`src/rtl/sdram_pkg.sv`:
```
`default_nettype none
// ============================================================================
//  Module      : sdram_pkg
//  Description : Shared SDRAM controller definitions: the command encodings
//                driven on {csn,rasn,casn,wen} and the write FSM state enum.
//                Imported by the write, init and auto-refresh blocks.
//  Revision    : 1.0 - initial release
// ============================================================================
package sdram_pkg;

    // SDRAM command encodings, {csn, rasn, casn, wen}
    localparam logic [3:0] c_cmd_nop        = 4'b0111;
    localparam logic [3:0] c_cmd_active     = 4'b0011;
    localparam logic [3:0] c_cmd_write      = 4'b0100;
    localparam logic [3:0] c_cmd_burst_term = 4'b0110;
    localparam logic [3:0] c_cmd_precharge  = 4'b0010;

    // Write-path FSM states
    typedef enum logic [3:0] {
        ST_IDLE = 4'd0,
        ST_REQ  = 4'd1,
        ST_ACT  = 4'd2,
        ST_TRCD = 4'd3,
        ST_WR   = 4'd4,
        ST_TWR  = 4'd5,
        ST_PRE  = 4'd6,
        ST_TRP  = 4'd7,
        ST_DONE = 4'd8
    } sdr_state_t;

endpackage : sdram_pkg
`default_nettype wire

```
`src/rtl/sdram_write.sv`:
```
`default_nettype none
// ============================================================================
//  Module      : sdram_write
//  Description : SDRAM burst-write sequencer. A wr_trig pulse latches the
//                bank/row/column/length of a request, the block asks the
//                command arbiter for the bus (wr_req/wr_en) and then issues
//                ACTIVE -> WRITE -> data beats -> BURST_TERM -> PRECHARGE,
//                honouring tRCD, tWR and tRP, and pulses wr_done at the end.
//                Bursts stay inside the opened row; the device wraps the
//                column address modulo 256.
//
//  Ports       : clk, rst            - clock, async active-high reset
//                init_done           - SDRAM power-up complete
//                wr_trig, wr_bank, wr_row, wr_col, wr_len - request
//                wr_req / wr_en      - arbiter request / grant
//                wr_busy, wr_done    - status / completion pulse
//                fifo_rd, fifo_data  - show-ahead write FIFO interface
//                sdr_cmds, sdr_addr, sdr_ba, sdr_dq_out, sdr_dq_oe - SDRAM bus
//  Revision    : 1.0 - initial release
// ============================================================================
module sdram_write #(
    parameter int tRCD = 2,   // ACTIVE-to-WRITE, clk cycles (>=1)
    parameter int tWR  = 2,   // last data to PRECHARGE, clk cycles (>=1)
    parameter int tRP  = 3    // PRECHARGE to idle, clk cycles (>=1)
) (
    input  logic        clk,
    input  logic        rst,
    input  logic        init_done,
    input  logic        wr_trig,
    input  logic [1:0]  wr_bank,
    input  logic [10:0] wr_row,
    input  logic [7:0]  wr_col,
    input  logic [8:0]  wr_len,
    output logic        wr_req,
    input  logic        wr_en,
    output logic        wr_busy,
    output logic        wr_done,
    output logic        fifo_rd,
    input  logic [15:0] fifo_data,
    output logic [3:0]  sdr_cmds,
    output logic [10:0] sdr_addr,
    output logic [1:0]  sdr_ba,
    output logic [15:0] sdr_dq_out,
    output logic        sdr_dq_oe
);

    import sdram_pkg::*;

    // The delay counter only ever holds (param - 1) or less.
    localparam int c_dly_max = (tRCD > tWR) ? ((tRCD > tRP) ? tRCD : tRP)
                                            : ((tWR  > tRP) ? tWR  : tRP);
    localparam int c_dly_w   = (c_dly_max < 2) ? 1 : $clog2(c_dly_max);

    sdr_state_t          r_state;
    sdr_state_t          w_state_nxt;
    logic [c_dly_w-1:0]  r_dly_cnt;
    logic [c_dly_w-1:0]  w_dly_nxt;
    logic [8:0]          r_beat_cnt;
    logic [8:0]          w_beat_nxt;
    logic                w_latch;

    // Latched request
    logic [1:0]          r_bank;
    logic [10:0]         r_row;
    logic [7:0]          r_col;
    logic [8:0]          r_len;

    // Registered bus outputs and their next values
    logic [3:0]          r_cmd,    w_cmd_nxt;
    logic [10:0]         r_addr,   w_addr_nxt;
    logic [1:0]          r_ba,     w_ba_nxt;
    logic                r_dq_oe,  w_dq_oe_nxt;
    logic                r_req,    w_req_nxt;
    logic                r_busy,   w_busy_nxt;
    logic                r_done,   w_done_nxt;
    logic                r_rd,     w_rd_nxt;

    // ------------------------------------------------------------------
    // State, counters and outputs register
    // ------------------------------------------------------------------
    always_ff @(posedge clk or posedge rst) begin
        if (rst) begin
            r_state    <= ST_IDLE;
            r_dly_cnt  <= '0;
            r_beat_cnt <= '0;
            r_bank     <= '0;
            r_row      <= '0;
            r_col      <= '0;
            r_len      <= '0;
            r_cmd      <= c_cmd_nop;
            r_addr     <= '0;
            r_ba       <= '0;
            r_dq_oe    <= 1'b0;
            r_req      <= 1'b0;
            r_busy     <= 1'b0;
            r_done     <= 1'b0;
            r_rd       <= 1'b0;
        end else begin
            r_state    <= w_state_nxt;
            r_dly_cnt  <= w_dly_nxt;
            r_beat_cnt <= w_beat_nxt;
            if (w_latch) begin
                r_bank <= wr_bank;
                r_row  <= wr_row;
                r_col  <= wr_col;
                r_len  <= wr_len;
            end
            r_cmd      <= w_cmd_nxt;
            r_addr     <= w_addr_nxt;
            r_ba       <= w_ba_nxt;
            r_dq_oe    <= w_dq_oe_nxt;
            r_req      <= w_req_nxt;
            r_busy     <= w_busy_nxt;
            r_done     <= w_done_nxt;
            r_rd       <= w_rd_nxt;
        end
    end

    // ------------------------------------------------------------------
    // Next-state and counter logic. Each timed state loads its counter on
    // entry so that the state lasts exactly the required number of cycles.
    // ------------------------------------------------------------------
    always_comb begin
        w_state_nxt = r_state;
        w_dly_nxt   = r_dly_cnt;
        w_beat_nxt  = r_beat_cnt;
        w_latch     = 1'b0;

        case (r_state)
            ST_IDLE: begin
                if (wr_trig && init_done && (wr_len != 9'd0)) begin
                    w_state_nxt = ST_REQ;
                    w_latch     = 1'b1;
                end
            end
            ST_REQ: begin
                if (wr_en) begin
                    w_state_nxt = ST_ACT;
                end
            end
            ST_ACT: begin
                if (tRCD > 1) begin
                    w_state_nxt = ST_TRCD;
                    w_dly_nxt   = c_dly_w'(tRCD - 2);
                end else begin
                    w_state_nxt = ST_WR;
                    w_beat_nxt  = r_len - 9'd1;
                end
            end
            ST_TRCD: begin
                if (r_dly_cnt == '0) begin
                    w_state_nxt = ST_WR;
                    w_beat_nxt  = r_len - 9'd1;
                end else begin
                    w_dly_nxt   = r_dly_cnt - 1'b1;
                end
            end
            ST_WR: begin
                // 9-bit counter so a 256-word burst loads 255 and runs 256 beats
                if (r_beat_cnt == 9'd0) begin
                    w_state_nxt = ST_TWR;
                    w_dly_nxt   = c_dly_w'(tWR - 1);
                end else begin
                    w_beat_nxt  = r_beat_cnt - 9'd1;
                end
            end
            ST_TWR: begin
                if (r_dly_cnt == '0) begin
                    w_state_nxt = ST_PRE;
                end else begin
                    w_dly_nxt   = r_dly_cnt - 1'b1;
                end
            end
            ST_PRE: begin
                if (tRP > 1) begin
                    w_state_nxt = ST_TRP;
                    w_dly_nxt   = c_dly_w'(tRP - 2);
                end else begin
                    w_state_nxt = ST_DONE;
                end
            end
            ST_TRP: begin
                if (r_dly_cnt == '0) begin
                    w_state_nxt = ST_DONE;
                end else begin
                    w_dly_nxt   = r_dly_cnt - 1'b1;
                end
            end
            ST_DONE: begin
                w_state_nxt = ST_IDLE;
            end
            default: begin
                w_state_nxt = ST_IDLE;
            end
        endcase
    end

    // ------------------------------------------------------------------
    // Output decode from the upcoming state, so that the registered
    // outputs line up with the state they belong to.
    // ------------------------------------------------------------------
    always_comb begin
        w_cmd_nxt   = c_cmd_nop;
        w_addr_nxt  = '0;
        w_ba_nxt    = '0;
        w_req_nxt   = (w_state_nxt == ST_REQ);
        w_busy_nxt  = (w_state_nxt != ST_IDLE);
        w_done_nxt  = (w_state_nxt == ST_DONE);
        w_dq_oe_nxt = (w_state_nxt == ST_WR);
        w_rd_nxt    = (w_state_nxt == ST_WR);

        if (w_state_nxt == ST_ACT) begin
            w_cmd_nxt  = c_cmd_active;
            w_addr_nxt = r_row;
            w_ba_nxt   = r_bank;
        end else if ((w_state_nxt == ST_WR) && (r_state != ST_WR)) begin
            w_cmd_nxt  = c_cmd_write;
            w_addr_nxt = {3'b000, r_col};
            w_ba_nxt   = r_bank;
        end else if ((w_state_nxt == ST_TWR) && (r_state == ST_WR)) begin
            w_cmd_nxt  = c_cmd_burst_term;
        end else if (w_state_nxt == ST_PRE) begin
            w_cmd_nxt  = c_cmd_precharge;
            w_addr_nxt = 11'h400;   // A10 high: precharge all banks
        end
    end

    assign sdr_cmds  = r_cmd;
    assign sdr_addr  = r_addr;
    assign sdr_ba    = r_ba;
    assign sdr_dq_oe = r_dq_oe;
    assign wr_req    = r_req;
    assign wr_busy   = r_busy;
    assign wr_done   = r_done;
    assign fifo_rd   = r_rd;

    // The show-ahead FIFO head advances one cycle after each fifo_rd, so the
    // word being popped is only available in the same cycle. The data bus is
    // therefore the FIFO head gated by the registered output enable: it is
    // zero whenever the bus is not driven, including in reset.
    assign sdr_dq_out = r_dq_oe ? fifo_data : 16'h0000;

endmodule : sdram_write
`default_nettype wire

```
`config.mk`:
```
export PLATFORM = sky130hd
export DESIGN_NAME = sdram_write
export DESIGN_NICKNAME = d
export VERILOG_FILES = /design/src/rtl/sdram_pkg.sv /design/src/rtl/sdram_write.sv
export SDC_FILE = /design/constraint.sdc
export NUM_CORES = 1
export LEC_CHECK = 0
export BUFFER_PORTS_ARGS = -buffer_cell sky130_fd_sc_hd__buf_2
export CORE_UTILIZATION = 50
export CTS_CLUSTER_DIAMETER = 60
export CTS_CLUSTER_SIZE = 28
export DETAILED_ROUTE_END_ITERATION = 8
export GPL_TIMING_DRIVEN = 0
export HOLD_SLACK_MARGIN = 0.03
export PLACE_DENSITY_LB_ADDON = 0.25
export SLEW_MARGIN = 30
export SYNTH_ARGS = -nofsm -noshare
export SYNTH_HDL_FRONTEND = slang
export SYNTH_SLANG_ARGS = --single-unit
```
`constraint.sdc`:
```
create_clock -name clk -period 3.7 [get_ports clk]
set_input_delay 0.74 -clock clk [delete_from_list [all_inputs] [get_ports clk]]
set_output_delay 0.74 -clock clk [all_outputs]
set_load 0.03 [all_outputs]
```
==> results_dict.tcl <==
set metrics [dict create \
    status "completed" \
    avgViaCountPerCell 5.53 \
    synth_fp_nets 317 \
    cp.required_ps 3920 \
    final_nets 416 \
    setup_viol 0 \
    clk_latency_ps 340 \
    synthTopCellsByArea "dfrtp_1, mux2_1, and2_1" \
    portBuffers 87 \
    yosys.area.top_type "dfrtp_1" \
    synth_top_area_share_pct 49.7 \
    crit_type "flop to flop" \
    cts_resized 0 \
    cp_data_arrival_time_ps 3670 \
    h-tree-depth 3 \
    critPathSlowestCell "nor4b_1" \
    grt_max_degree 41 \
    synth-compound-area-share_pct 13.3 \
    r2r_start "r_state[0]" \
    antenna_found_initial 0 \
    wl_microns 6820 \
    num_io_pins 89 \
    slew_violations 0 \
    clkTransAtPathRegs_ps 70 \
    yosysSeqAreaShare_pct 52.2 \
    start_kind "flop" \
    skew_ps 6.66 \
    cp-startpoint "r_state[0]" \
    design.core.area_sq_mm 0.00596 \
    power_density_mw_per_mm2 352 \
    wl_per_cell_microns 15.4 \
    cp-end-kind "flop" \
    antennaDiodeCount 0 \
    final_cell_mix "buf_2, dfrtp_1, mux2_1" \
    layout_commonest_cell "buf_2" \
    hold_violations 0 \
    slowest_delay_ps 580 \
    cts-buffers-inserted 9 \
    clock-sinks 65 \
    ys_seq_elements 65 \
    slew_headroom_pct 51.1 \
    peakVddDrop_v 0.000284 \
    gp_congestion 0.826 \
    whs_ps 374 \
    yosysWarnings 0 \
    first_global_vias 2344 \
    p_leak_nw 1.98 \
    synth_xor_area_share_pct 0.561 \
    grt_overflow 0 \
    track_usage_pct 21.9 \
    initialDrtViolationCount 184 \
    clk_path_buf_depth 2 \
    synthAdderAreaFrac_pct 0.801 \
    muxShareOfSynthArea_pct 13.4 \
    root_buffer "clkbuf_8" \
    cts_setup_buffers 0 \
    synthToLayoutAreaGrowth_pct 23.8 \
    synth_edf_count 0 \
    die_w_microns 81.0 \
    avgSynthCellArea_sq_um 11.8 \
    async_flop_share_pct 100 \
    ctsHoldBuffers 0 \
    postSynthCellCount 264 \
    initial_core_util_pct 52.4 \
    synth_top_family_by_area "simple AND/OR/NAND/NOR gates" \
    fin_crit_ps 3440 \
    syn_area_sq_mm 0.00312 \
    setup_tns_ps 0 \
    dr.pass1.iters 5 \
    min_path_type "input port to asynchronous set/reset pin" \
    period_share_pct 93.1 \
    fmax_mhz 290 \
    path_cells "clkbuf_1 -> nor4b_4 -> buf_2 -> mux2i_1 -> ha_1 -> nor4b_1 -> and4b_1 -> o221ai_1 -> o211a_1" \
    drive_gt1_share_pct 36.7 \
    crit_fanout 10 \
    synth_flop_cell "dfrtp_1" \
    rsz0062_at_grt "false" \
    post-dp-hpwl_microns 4760 \
    die_h_microns 81.0 \
    grt_pass1_wl_microns 10800 \
    ys_types 59 \
    die_area_sq_mm 0.00657 \
    cts_tree "yes" \
    worst_pin_slew_ps 725 \
    route.vias.total 2448 \
    maxCapViolCount 0 \
    drc 0 \
    rows 28 \
    ant_nets 0 \
    yosys.area_share.simple_pct 15.4 \
]
metal layers:
| layer | wire length, microns | track usage (%) |
|---|---|---|
| met3 | 416 | 4.72 |
| met2 | 3380 | 36.2 |
| met5 | 0 | 0 |
| met4 | 150 | 12.0 |
| met1 | 2870 | 26.7 |
worst max-delay path: cells and delay by family (launching register included):
family                     cells  cell delay (ps)
adders and majority gates      1              290
AOI/OAI and AO/OA              2              320
DFF                            1              400
buffers and inverters          2              600
and+or+nand+nor                3             1430
muxes                          1              280
worst paths after layout:
path                                 endpoint  depth (start not counted)  slack (ps)
worst max-delay path            r_beat_cnt[8]                          9         260
min in group clk                  sdr_addr[9]                          1         480
worst min register to register    sdr_addr[9]                          1         480
worst min-delay path                 r_len[1]                          2         370
max in group asynchronous         sdr_cmds[2]                          3        2750
worst max register to register  r_beat_cnt[8]                          9         260
state kept, by name, indices dropped and copies added (netlist names):
name        flops
sdr_cmds        3
r_dly_cnt       2
r_beat_cnt      9
r_state         4
r_len           9
wr_req          1
r_col           8
r_row          11
r_bank          2
wr_done         1
sdr_ba          2
fifo_rd         1
sdr_addr       11
wr_busy         1
synthesized netlist by cell type, types with 4 or more instances:
cell type and n:
inv_1 10, and2_1 18, clkbuf_1 7, mux2_1 26, a22o_1 11, nor3_1 9
a21oi_1 7, mux2_2 4, mux2i_1 5, nand2_1 7, nand3_1 4, o21a_1 4
buf_2 7, nor2_1 13, dfrtp_1 62
kinds of logic after synthesis:
logic type / count (synthesis)
AND/OR/NAND/NOR: 77
multiplexers: 37
XOR/XNOR: 2
flip-flops: 65
other: 1
AO/OA/AOI/OAI: 52
buffers and inverters: 28
adder cells (fa/ha/maj): 2
power by group:
group | switching (W) | internal (W)
registers | 0 | 0.000710
logic | 0.0000472 | 0.0000324
clock network | 0.000270 | 0.000300
per-stage QoR:
step / setup slack (ps) / cells / power [W] / instance area (sq um) / utilization (%)
after floorplan: 827 / 264 / 0.000763 / 3120 / -
after CTS: 283 / 443 / 0.00138 / 3870 / 64.9
after global routing: 39.1 / 443 / 0.00140 / 3870 / 64.9
after global placement: 388 / 426 / 0.000801 / 3650 / 61.3
final: 257 / 443 / 0.00136 / 3870 / 64.9
after detailed placement: 338 / 427 / 0.000805 / 3670 / 61.7
layout make-up:
type,instances,area (sq um)
Clock inverter,3,23.8
Clock buffer,13,169
Tap cell,75,93.8
Multi-Input combinational cell,171,1360
Buffer,18,95.1
Inverter,10,40.0
Sequential cell,65,1630
Timing Repair Buffer,88,455
Fill cell,466,2090
No activity file was read; power rests on OpenSTA's default activity.
